## config.mk

```make
export PLATFORM = sky130hd
export DESIGN_NAME = spi_pwm_config
export DESIGN_NICKNAME = d
export VERILOG_FILES = /design/src/rtl/spi_pwm_config.sv
export SDC_FILE = /design/constraint.sdc
export NUM_CORES = 1
export LEC_CHECK = 0
export CORE_ASPECT_RATIO = 0.75
export CORE_MARGIN = 5
export CORE_UTILIZATION = 53
export DETAILED_ROUTE_END_ITERATION = 7
export GPL_ROUTABILITY_DRIVEN = 0
export PLACE_DENSITY = 0.78
export SYNTH_ARGS = -nofsm -noshare
export SYNTH_HDL_FRONTEND = slang
export SYNTH_SLANG_ARGS = --single-unit
```

## constraint.sdc

```tcl
create_clock -name clk -period 2.05 [get_ports clk]
set_input_delay 0.615 -clock clk [delete_from_list [all_inputs] [get_ports clk]]
set_output_delay 0.615 -clock clk [all_outputs]
set_load 0.1 [all_outputs]
```

## src/rtl/spi_pwm_config.sv

```systemverilog
// spi_pwm_config: SPI mode-0 write-only slave that owns the PWM control registers.
// The pins are synchronised into clk. Edges are detected on the synchronised values
// and registered as one-cycle strobes. A 16-bit frame is committed on the nCS rising edge.
module spi_pwm_config #(
   parameter int         SYNC_STAGES = 2,
   parameter logic [6:0] MAX_ADDR    = 7'h04
) (
   input  logic       clk,
   input  logic       rst_n,
   input  logic       sclk,
   input  logic       copi,
   input  logic       ncs,
   output logic [7:0] en_reg_out_7_0,
   output logic [7:0] en_reg_out_15_8,
   output logic [7:0] en_reg_pwm_7_0,
   output logic [7:0] en_reg_pwm_15_8,
   output logic [7:0] pwm_duty_cycle,
   output logic       txn_done,
   output logic       txn_err
);

   logic [SYNC_STAGES-1:0] sclk_sync, copi_sync, ncs_sync;
   logic                   sclk_s, copi_s, ncs_s;
   logic                   sclk_d, ncs_d;
   // Edges are only trusted once the pipeline holds real pin samples rather than reset
   // values. Without this, an nCS that is low at reset release would look like a falling edge.
   logic [SYNC_STAGES:0]   vld_pipe;
   logic                   hist_ok;
   logic                   sclk_rise_q, ncs_fall_q, ncs_rise_q, copi_q;
   logic [15:0]            shift;
   logic [4:0]             bit_cnt;
   logic                   armed;
   logic                   frame_ok;

   assign sclk_s  = sclk_sync[SYNC_STAGES-1];
   assign copi_s  = copi_sync[SYNC_STAGES-1];
   assign ncs_s   = ncs_sync[SYNC_STAGES-1];
   assign hist_ok = vld_pipe[SYNC_STAGES];

   // Pin synchronisers, reset to the idle bus state (sclk=0, copi=0, ncs=1)
   always_ff @(posedge clk or negedge rst_n) begin
      if (!rst_n) begin
         sclk_sync <= '0;
         copi_sync <= '0;
         ncs_sync  <= '1;
      end else begin
         sclk_sync <= {sclk_sync[SYNC_STAGES-2:0], sclk};
         copi_sync <= {copi_sync[SYNC_STAGES-2:0], copi};
         ncs_sync  <= {ncs_sync[SYNC_STAGES-2:0], ncs};
      end
   end

   // Previous-cycle copies and registered edge strobes; copi is aligned with its sclk strobe
   always_ff @(posedge clk or negedge rst_n) begin
      if (!rst_n) begin
         sclk_d      <= 1'b0;
         ncs_d       <= 1'b1;
         vld_pipe    <= '0;
         sclk_rise_q <= 1'b0;
         ncs_fall_q  <= 1'b0;
         ncs_rise_q  <= 1'b0;
         copi_q      <= 1'b0;
      end else begin
         sclk_d      <= sclk_s;
         ncs_d       <= ncs_s;
         vld_pipe    <= {vld_pipe[SYNC_STAGES-1:0], 1'b1};
         sclk_rise_q <= hist_ok & sclk_s & ~sclk_d;
         ncs_fall_q  <= hist_ok & ~ncs_s & ncs_d;
         ncs_rise_q  <= hist_ok & ncs_s & ~ncs_d;
         copi_q      <= copi_s;
      end
   end

   assign frame_ok = (bit_cnt == 5'd16) && shift[15] && (shift[14:8] <= MAX_ADDR);

   // Frame capture and decode. nCS edges take priority over a coincident SCLK edge.
   always_ff @(posedge clk or negedge rst_n) begin
      if (!rst_n) begin
         shift           <= '0;
         bit_cnt         <= '0;
         armed           <= 1'b0;
         txn_done        <= 1'b0;
         txn_err         <= 1'b0;
         en_reg_out_7_0  <= '0;
         en_reg_out_15_8 <= '0;
         en_reg_pwm_7_0  <= '0;
         en_reg_pwm_15_8 <= '0;
         pwm_duty_cycle  <= '0;
      end else begin
         txn_done <= 1'b0;
         txn_err  <= 1'b0;
         if (ncs_fall_q) begin
            bit_cnt <= '0;
            shift   <= '0;
            armed   <= 1'b1;
         end else if (ncs_rise_q) begin
            if (armed) begin
               if (frame_ok) begin
                  case (shift[14:8])
                     7'h00:   en_reg_out_7_0  <= shift[7:0];
                     7'h01:   en_reg_out_15_8 <= shift[7:0];
                     7'h02:   en_reg_pwm_7_0  <= shift[7:0];
                     7'h03:   en_reg_pwm_15_8 <= shift[7:0];
                     7'h04:   pwm_duty_cycle  <= shift[7:0];
                     default: ;
                  endcase
                  txn_done <= 1'b1;
               end else begin
                  txn_err <= 1'b1;
               end
            end
            armed <= 1'b0;
         end else if (sclk_rise_q && armed) begin
            shift <= {shift[14:0], copi_q};
            // Saturate at 17 so any over-length frame stays distinguishable from 16
            if (bit_cnt != 5'd17) bit_cnt <= bit_cnt + 5'd1;
         end
      end
   end

endmodule
```

# Word level (Yosys, flattened, before mapping)
# Index checks and enable logic that the tools add are counted.
# classes
muxes,17
reduce_logical,14
eq_ne,7
n_addsub,1
order_cmp,1
n_bitwise,10
# ops
op,count
16-bit two-way mux,3
5-bit AND reduction,5
5-bit two-way mux,4
7-bit by 2-bit == test with 1-bit output (second input constant),2
1-bit two-way mux,10
7-bit by 1-bit == test with 1-bit output (second input constant),1
7-bit by 3-bit == test with 1-bit output (second input constant),1
7-bit by 3-bit less-or-equal comparator with 1-bit output (second input constant),1
7-bit logical NOT,1
1-bit bitwise AND,6
2-bit nonzero test,3
5-bit by 1-bit adder with 5-bit output (second input constant),1
5-bit == test (second input constant),1
5-bit != test (second input constant),1
1-bit inverter,4
1-bit logical AND,3
3-bit AND reduction,1
2-bit != test (second input constant),1
2-bit AND reduction,1
# word_totals
out_inout_bits,42
in_bits,5
word_cells,70
ff_bits,79

# Longest topological paths before layout
# Gate-level depths: netlist (run 1).
# logic_depth
word_depth,7
ltp_mapped,6
depth_no_buf,5

# Least setup slack after synthesis (run 1)
# Ideal clock, no wire load.
# synth_path
path_type,register to register
startpoint,register bit_cnt[0]
endpoint,register en_reg_out_15_8[0]
setup_time_ns,0.126
slack_ns,0.419
stages_incl_launch_ff,7
required_time_ns,1.924
path_buffers,1
arrival_time_ns,1.505
path_cell_list,dfrtp_1 > inv_1 > ha_1 > nor4bb_1 > buf_2 > nand4_2 > mux2_2
# synth_between
elab_chain_len,4
# synth_lines
item,line,source
start: declaration,31,logic [4:0] bit_cnt;
start signal: assignment,116,if (bit_cnt != 5'd17) bit_cnt <= bit_cnt + 5'd1;
5-bit == test,74,assign frame_ok = (bit_cnt == 5'd16) && shift[15] && (shift[14:8] <= MAX_ADDR);
1-bit logical AND (2 in series),74,
5-bit AND reduction (no line),n/a,
end signal: assignment,101,7'h01: en_reg_out_15_8 <= shift[7:0];
end: declaration,14,"output logic [7:0] en_reg_out_15_8,"
# No other way between the ends.
# A chain may end at the register's enable or synchronous reset.

# Worst setup path after layout (run 1)
# layout_path
startpoint,register shift[12]
endpoint,register en_reg_out_15_8[5]
# layout_between
elab_chain_len,3
word_cells_on_any_way,4
cone_classes,1 x order compare; 1 x eq/ne; 2 x reduce/logical
# layout_lines
item,line,source
start: declaration,30,logic [15:0] shift;
start signal: assignment,114,"shift <= {shift[14:0], copi_q};"
7-bit by 3-bit less-or-equal comparator with 1-bit output,74,
1-bit logical AND,74,
5-bit AND reduction (no line) *,n/a,
# Every way passes the cells marked *; elsewhere a longest branch is shown, timed or not.

==> impl_metrics.env, run 1 <==
export IMPL_status="completed"
export IMPL_routed_wl_mm=6.57
export IMPL_port_buffers=46
export IMPL_finalSetupTns_ns=0
export IMPL_fin_crit_ns=2.00
export IMPL_yosysSeqAreaShare=0.647
export IMPL_grt_max_degree=38
export IMPL_remaining_drc_errors=0
export IMPL_syn_area_um2=3060
export IMPL_clkTransAtPathRegs_ns=0.08
export IMPL_syn_avg_cell_area_um2=13.5
export IMPL_cts_sinks=79
export IMPL_setup_viol=0
export IMPL_worstSetupPathType="reg -> reg"
export IMPL_die_width_um=97.8
export IMPL_grt_pass1_vias=2020
export IMPL_cp_data_required_time_ns=2.29
export IMPL_synth_cells=227
export IMPL_drt_initial_drc_count=93
export IMPL_crit_arrival_ns=2.23
export IMPL_insertion_delay_ns=0.35
export IMPL_rows=24
export IMPL_ys_seq_elements=79
export IMPL_post_cts_setup_buffers=0
export IMPL_grt_usage=0.194
export IMPL_fin_cells=365
export IMPL_dieArea_um2=7410
export IMPL_r2r_start="shift[12]"
export IMPL_cts_tree="yes"
export IMPL_power_density_nw_per_um2=663
export IMPL_cts_hold_buf=0
export IMPL_grt_pass1_wl_mm=10.8
export IMPL_hold_violations=0
export IMPL_rsz0062_at_grt="yes"
export IMPL_ios=47
export IMPL_initial_core_util=0.537
export IMPL_yosysUniqueCellTypes=31
export IMPL_relSlewSlack=0.613
export IMPL_hold_class="in -> async"
export IMPL_worst_clock_skew_ns=0.00905
export IMPL_drv_cap=0
export IMPL_yosys_warnings=0
export IMPL_period_share=0.973
export IMPL_placed_cells=349
export IMPL_critPathLaunchType="register"
export IMPL_root_buffer="clkbuf_8"
export IMPL_fmax_mhz=501
export IMPL_end_kind="register"
export IMPL_area_delta_synth_final_pct=39.2
export IMPL_clockBufferDepth=2
export IMPL_fp_dieH_um=75.8
export IMPL_worst_slew_pin_slew_ns=0.576
export IMPL_core_um2=5710
export IMPL_drv_slew=0
export IMPL_syn_num_nets=235
export IMPL_drive_gt1_frac=0.404
export IMPL_num_antenna_cells=0
export IMPL_final_common_cell="dfrtp_1"
export IMPL_worst_path_max_fanout=8
export IMPL_critPathLaunch="shift[12]"
export IMPL_p_leak_nw=2.00
export IMPL_final_cell_mix="dfrtp_1 (76), buf_12 (43), mux2_2 (42)"
export IMPL_htreeDepth=3
export IMPL_ant_nets=0
export IMPL_vdd_ir_drop_max_mv=0.722
export IMPL_dp_final_hpwl_mm=4.66
export IMPL_gr_total_overflow=0
export IMPL_vias_per_cell=5.35
export IMPL_antenna_found_initial=0
export IMPL_cts_buffers=9
export IMPL_vias=1954
export IMPL_first_pass_iters=4
export IMPL_fin_nets=290
export IMPL_wire_per_inst_um=18.0
-- routing by layer --
metal | up-vias | global-route usage | share of wire
li1 | 911 | - | -
met1 | 985 | 0.252 | 0.45
met2 | 49 | 0.311 | 0.49
met3 | 9 | 0.0769 | 0.052
met4 | 0 | 0.0538 | 0.011
met5 | - | 0 | 0
-- path summary, 6_finish.rpt --
kind | endpoint | slack [ns] | cells after the start
max | en_reg_out_15_8[5] | 0.05 | 3
min | ncs_fall_q | 0.14 | 1
max reg2reg | en_reg_out_15_8[5] | 0.05 | 3
min reg2reg | vld_pipe[2] | 0.35 | 0
max in group asynchronous | bit_cnt[2] | 1.32 | 2
min in group clk | vld_pipe[2] | 0.35 | 0
-- cell families (layout without fill, tap and decap cells) --
| family | after synthesis | after routing | synth area share |
|---|---|---|---|
| AND/OR/NAND/NOR | 65 | 65 | 0.123 |
| adder cells (fa/ha/maj) | 3 | 3 | 0.0123 |
| other | 1 | 1 | 0.00122 |
| flip-flops | 79 | 79 | 0.647 |
| multiplexers | 43 | 43 | 0.158 |
| AO/OA/AOI/OAI | 24 | 24 | 0.0433 |
| buffers and inverters | 12 | 72 | 0.0155 |
-- sequential cells by signal (all words and copies together) (netlist names) --
| signal | count |
|---|---|
| shift | 16 |
| en_reg_out_15_8 | 8 |
| en_reg_out_7_0 | 8 |
| en_reg_pwm_15_8 | 8 |
| en_reg_pwm_7_0 | 8 |
| pwm_duty_cycle | 8 |
| bit_cnt | 5 |
| vld_pipe | 3 |
| copi_sync | 2 |
| ncs_sync | 2 |
| sclk_sync | 2 |
| armed | 1 |
| copi_q | 1 |
| ncs_d | 1 |
| ncs_fall_q | 1 |
| ncs_rise_q | 1 |
| sclk_d | 1 |
| sclk_rise_q | 1 |
| txn_done | 1 |
| txn_err | 1 |
-- synthesized netlist by cell type --
cell	instances	area (um2)
mux2i_1	1	10.0
conb_1	1	3.75
o2111ai_1	1	8.76
a21oi_1	18	90.1
nand3b_1	1	7.51
buf_1	1	3.75
dfstp_2	3	78.8
nor4bb_1	1	10.0
o21ai_0	2	10.0
dfrtp_1	76	1900
nor3b_1	3	22.5
nor3_1	1	5.00
nand4_2	5	62.6
nand3_1	1	5.00
nor2_1	5	18.8
and4b_1	2	20.0
or3_1	1	6.26
nor2b_1	1	6.26
inv_1	4	15.0
and3b_1	3	26.3
nand2b_1	2	12.5
o31a_1	1	8.76
clkbuf_1	5	18.8
ha_1	3	37.5
mux2_2	42	473
a21o_1	2	15.0
buf_2	2	10.0
nand2_1	35	131
nor4_4	1	21.3
and4_1	1	8.76
nand4_1	2	12.5
-- per-stage QoR --
stage | cell area (um2) | setup WS [ns] | power [mW] | util | hold WS [ns]
after detailed placement | 4060 | 0.107 | 1.77 | 0.712 | 0.335
after global routing | 4260 | -0.0172 | 2.95 | 0.747 | 0.123
after global placement | 4060 | 0.174 | 1.76 | 0.712 | 0.332
final | 4260 | 0.0547 | 2.83 | 0.747 | 0.137
after CTS | 4250 | 0.0772 | 2.85 | 0.746 | 0.126
after floorplan | 3060 | 0.419 | 1.70 | - | 0.319
-- power by group --
part	internal (mW)	total [mW]	leakage [nW]	switching (mW)
clock network	0.511	1.09	0.0882	0.575
logic	0.0449	0.119	0.845	0.0741
registers	1.59	1.62	1.07	0.0308
-- critical path: stages (launching register included) --
cell,delay (ns)
dfrtp_1,0.42
nor4_4,0.58
nand4_2,0.46
mux2_2,0.41
-- repair_timing --
action / 4_1_cts / 5_1_grt
setup endpoints to repair: 0 / 9
resized for setup: 0 / 1
hold endpoints to repair: 0 / 0
-- layout make-up --
cell class / instances / area [um2]
clock buffers: 11 / 151
clock inverters: 5 / 40.0
inverters: 4 / 15.0
multi-input cells: 136 / 1040
well taps: 78 / 97.6
flip-flops and latches: 79 / 1980
fillers: 344 / 1440
repair buffers: 52 / 936
(Power assumes the default switching activity.)
==> inputs of run 2 (changes only) <==
--- a/config.mk
+++ b/config.mk
@@ -5,9 +5,11 @@
 export SDC_FILE = /design/constraint.sdc
 export NUM_CORES = 1
 export LEC_CHECK = 0
+export ABC_AREA = 1
 export CORE_ASPECT_RATIO = 0.75
 export CORE_MARGIN = 5
-export CORE_UTILIZATION = 53
+export CORE_UTILIZATION = 54
+export CTS_CLUSTER_DIAMETER = 80
 export DETAILED_ROUTE_END_ITERATION = 7
 export GPL_ROUTABILITY_DRIVEN = 0
 export PLACE_DENSITY = 0.78
==> run 2 against run 1 <==
Net effect: register-to-register slack improved by 0.26 ns; cell area increased by 6.7%; via count increased by 43%; sequential cell count unchanged; setup slack improved by 0.26 ns; clock power increased by 29%; clock-buffer cell count unchanged; sequential power increased by 5%; final cell count increased by 31%; synthesized cell count increased by 51%; critical path type unchanged; worst hold slack improved by 0.016 ns; synthesized area increased by 8.8%.
==> impl_metrics.env, run 2 <==
export IMPL_grt_max_degree=42
export IMPL_fp_dieH_um=78.0
export IMPL_r2r_start="bit_cnt[0]"
export IMPL_multiInputGateArea_um2=1170
export IMPL_syn_area_um2=3330
export IMPL_crit_chain="inv_1 -> ha_1 -> inv_1 -> nor2_1 -> nand2_1 -> nor2_4 -> nand4_2 -> nand2_1 -> nand2_1"
export IMPL_crit_arrival_ns=1.97
export IMPL_insertion_delay_ns=0.36
export IMPL_power_density_nw_per_um2=749
export IMPL_yosys_warnings=0
export IMPL_rows=24
export IMPL_remaining_drc_errors=0
export IMPL_yosysUniqueCellTypes=26
export IMPL_period_share=0.845
export IMPL_synth_top_area_share=0.571
export IMPL_synth_edf_count=0
export IMPL_worst_clock_skew_ns=0.00595
export IMPL_vdd_ir_drop_max_mv=0.609
export IMPL_htreeDepth=3
export IMPL_hold_class="in -> async"
export IMPL_dp_final_hpwl_mm=5.56
export IMPL_drive_gt1_frac=0.225
export IMPL_ys_seq_elements=79
export IMPL_rrSetupSlack_ns=0.32
export IMPL_cp_num_buf_inv=2
export IMPL_cts_tree="yes"
export IMPL_fmax_mhz=577
export IMPL_r2r_end="en_reg_pwm_7_0[5]"
export IMPL_cp_data_required_time_ns=2.29
export IMPL_cts_buffers=9
export IMPL_placed_cells=462
export IMPL_area_delta_synth_final_pct=36.5
export IMPL_synth_cells=343
export IMPL_worstSetupPathType="reg -> reg"
export IMPL_reg2reg_depth=9
export IMPL_finalSetupTns_ns=0
export IMPL_cts_sinks=79
export IMPL_vias_per_cell=5.84
export IMPL_grt_usage=0.221
export IMPL_fin_cells=478
export IMPL_syn_num_nets=351
export IMPL_final_common_cell="nand2_1"
export IMPL_fillCellCount=362
export IMPL_cts_hold_buf=0
export IMPL_synth_top_flop_cell="dfrtp_1"
export IMPL_root_buffer="clkbuf_8"
export IMPL_antenna_found_initial=0
export IMPL_core_um2=5920
export IMPL_clockBufferDepth=2
export IMPL_vias=2790
export IMPL_drv_slew=0
export IMPL_cp_top_family="simple AND/OR/NAND/NOR gates"
export IMPL_first_pass_iters=7
export IMPL_die_width_um=101
export IMPL_setup_viol=0
export IMPL_synth_area_leaders="dfrtp_1 (57%), nand2_1 (12%), nand4_1 (8.1%), nor2_4 (3.0%), o21ai_0 (2.6%)"
export IMPL_crit_slowest_cell="dfrtp_1"
export IMPL_synth_top_area_cell="dfrtp_1"
export IMPL_critPathLaunch="bit_cnt[0]"
export IMPL_yosysSeqAreaShare=0.595
export IMPL_status="completed"
export IMPL_initial_core_util=0.563
export IMPL_dieArea_um2=7850
export IMPL_routed_wl_mm=8.16
export IMPL_rsz0062_at_grt="no"
export IMPL_post_cts_setup_buffers=0
export IMPL_synth_most_common_cell="nand2_1"
export IMPL_gr_total_overflow=0
export IMPL_end_kind="register"
export IMPL_worst_path_max_fanout=8
export IMPL_drt_initial_drc_count=299
export IMPL_fin_nets=403
export IMPL_hold_violations=0
export IMPL_syn_avg_cell_area_um2=9.71
export IMPL_ant_nets=0
export IMPL_ys_top_cells_by_count="nand2_1 (108), dfrtp_1 (76), nand4_1 (43)"
export IMPL_fin_crit_ns=1.73
export IMPL_cp_common_cell="nand2_1"
export IMPL_critPathLaunchType="register"
export IMPL_final_cell_mix="nand2_1 (108), dfrtp_1 (76), buf_12 (44)"
export IMPL_clkTransAtPathRegs_ns=0.08
export IMPL_whs_ns=0.153
export IMPL_grt_pass1_vias=2712
export IMPL_ys_async_sr_fraction=1.00
export IMPL_top_register="shift"
export IMPL_grt_pass1_wl_mm=13.2
export IMPL_port_buffers=46
export IMPL_largest_reg_flops=16
export IMPL_critPathMaxStageDelay_ns=0.44
export IMPL_post_cts_resized=0
export IMPL_num_antenna_cells=0
export IMPL_ios=47
export IMPL_drv_cap=0
export IMPL_p_leak_nw=2.21
export IMPL_wire_per_inst_um=17.1
export IMPL_regArea_um2=1980
## run 2: worst max path at each step
| stage | to | slack (ns) | cells past startpoint |
|---|---|---|---|
| after global placement | en_reg_out_7_0[0] | 0.47 | 9 |
| after detailed placement | en_reg_pwm_7_0[1] | 0.39 | 9 |
| after CTS | en_reg_pwm_7_0[5] | 0.33 | 9 |
| after global routing | en_reg_pwm_7_0[5] | 0.13 | 9 |
| final | en_reg_pwm_7_0[5] | 0.32 | 9 |
| after floorplan | en_reg_out_15_8[0] | 0.54 | 0 |
## run 2: final cells by class
type,instances,area share
Inverter,25,0.0206
Timing Repair Buffer,53,0.210
Clock inverter,5,0.0228
Sequential cell,79,0.436
Clock buffer,11,0.0311
Multi-Input combinational cell,227,0.258
Tap cell,78,0.0215
## run 2: cells by family (layout without fill, tap and decap cells)
group / Yosys count / after routing / synth area share
AOI/OAI and AO/OA: 25 / 25 / 0.0391
adders and majority gates: 3 / 3 / 0.0113
buffers and inverters: 37 / 94 / 0.0530
DFF: 79 / 79 / 0.595
other: 1 / 1 / 0.00113
and+or+nand+nor: 198 / 198 / 0.301
## run 2: through the flow
step	instance area (um2)	utilization	setup slack [ns]	total power, mW
floorplan	3330	-	0.537	1.91
global placement	4300	0.727	0.468	2.00
detailed placement	4300	0.727	0.388	2.03
CTS	4550	0.769	0.334	3.43
global route	4550	0.769	0.134	3.54
finish	4550	0.769	0.318	3.41
## run 2: layer usage
metal | track usage | vias up | routed length, um
met5 | 0 | - | 0
met4 | 0.0875 | 0 | 227
met3 | 0.0788 | 31 | 667
met2 | 0.342 | 133 | 3970
met1 | 0.284 | 1369 | 3290
li1 | - | 1257 | -
## run 2: where the power goes
group,total (mW),internal [mW],switching [mW]
combinational,0.298,0.0896,0.209
sequential,1.70,1.62,0.0832
clock,1.41,0.845,0.563
==> inputs of run 3 (changes only) <==
==> constraint.sdc (replaced) <==
create_clock -name clk -period 1.7 [get_ports clk]
set_input_delay 0.51 -clock clk [delete_from_list [all_inputs] [get_ports clk]]
set_output_delay 0.51 -clock clk [all_outputs]
set_load 0.1 [all_outputs]
==> run 3 against run 2 <==
Net effect: power up 17%; clock skew rose by 0.0034 ns; die area is the same; cell area up 4.2%; setup slack lost 0.36 ns; the run now ends with setup timing left; clock power increased by 3%; highest routed layer unchanged.
==> impl_metrics.env, run 3 (same netlist as run 2, synthesis figures left out) <==
export IMPL_status="complete, but fails checks"
export IMPL_violations="setup timing"
export IMPL_rows=24
export IMPL_crit_arrival_ns=1.99
export IMPL_period_share=1.02
export IMPL_p_leak_nw=2.26
export IMPL_fp_dieH_um=78.0
export IMPL_grt_pass1_wl_mm=13.1
export IMPL_finalPower_mw=3.98
export IMPL_cts_sinks=79
export IMPL_top_register="shift"
export IMPL_ios=47
export IMPL_critPathLaunchType="register"
export IMPL_final_cell_mix="nand2_1 (102), dfrtp_1 (76), buf_12 (45)"
export IMPL_fin_area_um2=4740
export IMPL_hold_class="in -> async"
export IMPL_largest_reg_flops=16
export IMPL_routed_wl_mm=8.58
export IMPL_root_buffer="clkbuf_8"
export IMPL_port_buffers=46
export IMPL_placed_area_um2=4340
export IMPL_setup_ws_ns=-0.0385
export IMPL_cts_buffers=9
export IMPL_gr_total_overflow=0
export IMPL_cp_data_required_time_ns=1.95
export IMPL_drv_cap=0
export IMPL_placed_cells=466
export IMPL_remaining_drc_errors=0
export IMPL_finalSetupTns_ns=-0.264
export IMPL_vias_per_cell=5.73
export IMPL_grt_max_degree=41
export IMPL_cts_tree="yes"
export IMPL_drv_slew=0
export IMPL_grt_usage=0.213
export IMPL_num_antenna_cells=0
export IMPL_fmax_mhz=575
export IMPL_wire_per_inst_um=17.4
export IMPL_reg2reg_depth=9
export IMPL_die_width_um=101
export IMPL_drt_initial_drc_count=290
export IMPL_fin_nets=419
export IMPL_dp_final_hpwl_mm=5.41
export IMPL_antenna_found_initial=0
export IMPL_core_um2=5920
export IMPL_drive_gt1_frac=0.284
export IMPL_vias=2829
export IMPL_vdd_ir_drop_max_mv=0.797
export IMPL_worst_clock_skew_ns=0.00931
export IMPL_r2r_end="en_reg_pwm_7_0[5]"
export IMPL_worstSetupPathType="reg -> reg"
export IMPL_setup_viol=19
export IMPL_clockBufferDepth=2
export IMPL_r2r_start="bit_cnt[1]"
export IMPL_hold_violations=0
export IMPL_ant_nets=0
export IMPL_initial_core_util=0.563
export IMPL_end_kind="register"
export IMPL_grt_pass1_vias=2708
export IMPL_rsz0062_at_grt="yes"
export IMPL_power_density_nw_per_um2=840
export IMPL_rrSetupSlack_ns=-0.04
export IMPL_htreeDepth=3
export IMPL_worst_path_max_fanout=8
export IMPL_area_delta_synth_final_pct=42.2
export IMPL_clkTransAtPathRegs_ns=0.09
export IMPL_final_common_cell="nand2_1"
export IMPL_insertion_delay_ns=0.36
export IMPL_fin_crit_ns=1.74
export IMPL_first_pass_iters=4
export IMPL_dieArea_um2=7850
export IMPL_fin_cells=494
-- run 3: cell count changes in the layout (fill, tap and decap cells not counted), moves of 5 or more --
cell and delta:
nand2_1 -6, nand4_4 +5, nand2_2 +6, nand4_2 -5, buf_4 +14
-- run 3: worst max-delay path by stage --
stage,start,to,cells past startpoint
detailed placement,bit_cnt[1],en_reg_pwm_7_0[4],9
global placement,bit_cnt[1],en_reg_pwm_15_8[4],9
CTS,bit_cnt[1],en_reg_pwm_15_8[2],9
finish,bit_cnt[1],en_reg_pwm_7_0[5],9
floorplan,bit_cnt[0],en_reg_out_7_0[0],9
global route,bit_cnt[1],en_reg_out_7_0[7],9
-- run 3: cell type report --
type | instances | area [um2]
inverter | 25 | 93.8
multi-input combinational | 227 | 1250
timing repair buffer | 69 | 1110
tap | 78 | 97.6
clock buffer | 9 | 124
fill | 333 | 1180
clock inverter | 7 | 86.3
sequential | 79 | 1980
-- run 3: layer usage --
layer | GRT usage | vias to the layer above | wire (um)
li1 | - | 1290 | -
met4 | 0.0727 | 0 | 178
met5 | 0 | - | 0
met3 | 0.0629 | 22 | 680
met2 | 0.334 | 123 | 4290
met1 | 0.283 | 1394 | 3430
-- run 3: report_power, final --
part / switching, mW / total, mW / internal (mW) / leakage [nW]
clock: 0.740 / 1.45 / 0.711 / 0.104
sequential: 0.0943 / 2.05 / 1.95 / 1.06
combinational: 0.304 / 0.482 / 0.177 / 1.10
-- run 3: worst max-delay path, cell delays in order, from the launching register on --
cell,delay [ns]
dfrtp_1,0.43
inv_2,0.11
ha_4,0.15
inv_2,0.03
nor2_1,0.08
nand2_1,0.09
nor2_4,0.31
nand4_4,0.24
nand2_1,0.12
nand2_1,0.06
-- run 3: timing repair --
action                     CTS  global route
hold endpoints to repair     0             0
resized for setup            0            17
setup buffers                0            11
setup endpoints to repair    0            40
hold buffers                 0             0
-- run 3: stage by stage --
| step | hold slack, ns | worst slack, ns | util |
|---|---|---|---|
| finish | 0.0382 | -0.0385 | 0.801 |
| global route | 0.0347 | -0.133 | 0.801 |
| CTS | 0.0290 | 0.0229 | 0.770 |
| detailed placement | 0.339 | 0.0443 | 0.734 |
| global placement | 0.332 | 0.116 | 0.734 |
| floorplan | 0.214 | 0.266 | - |
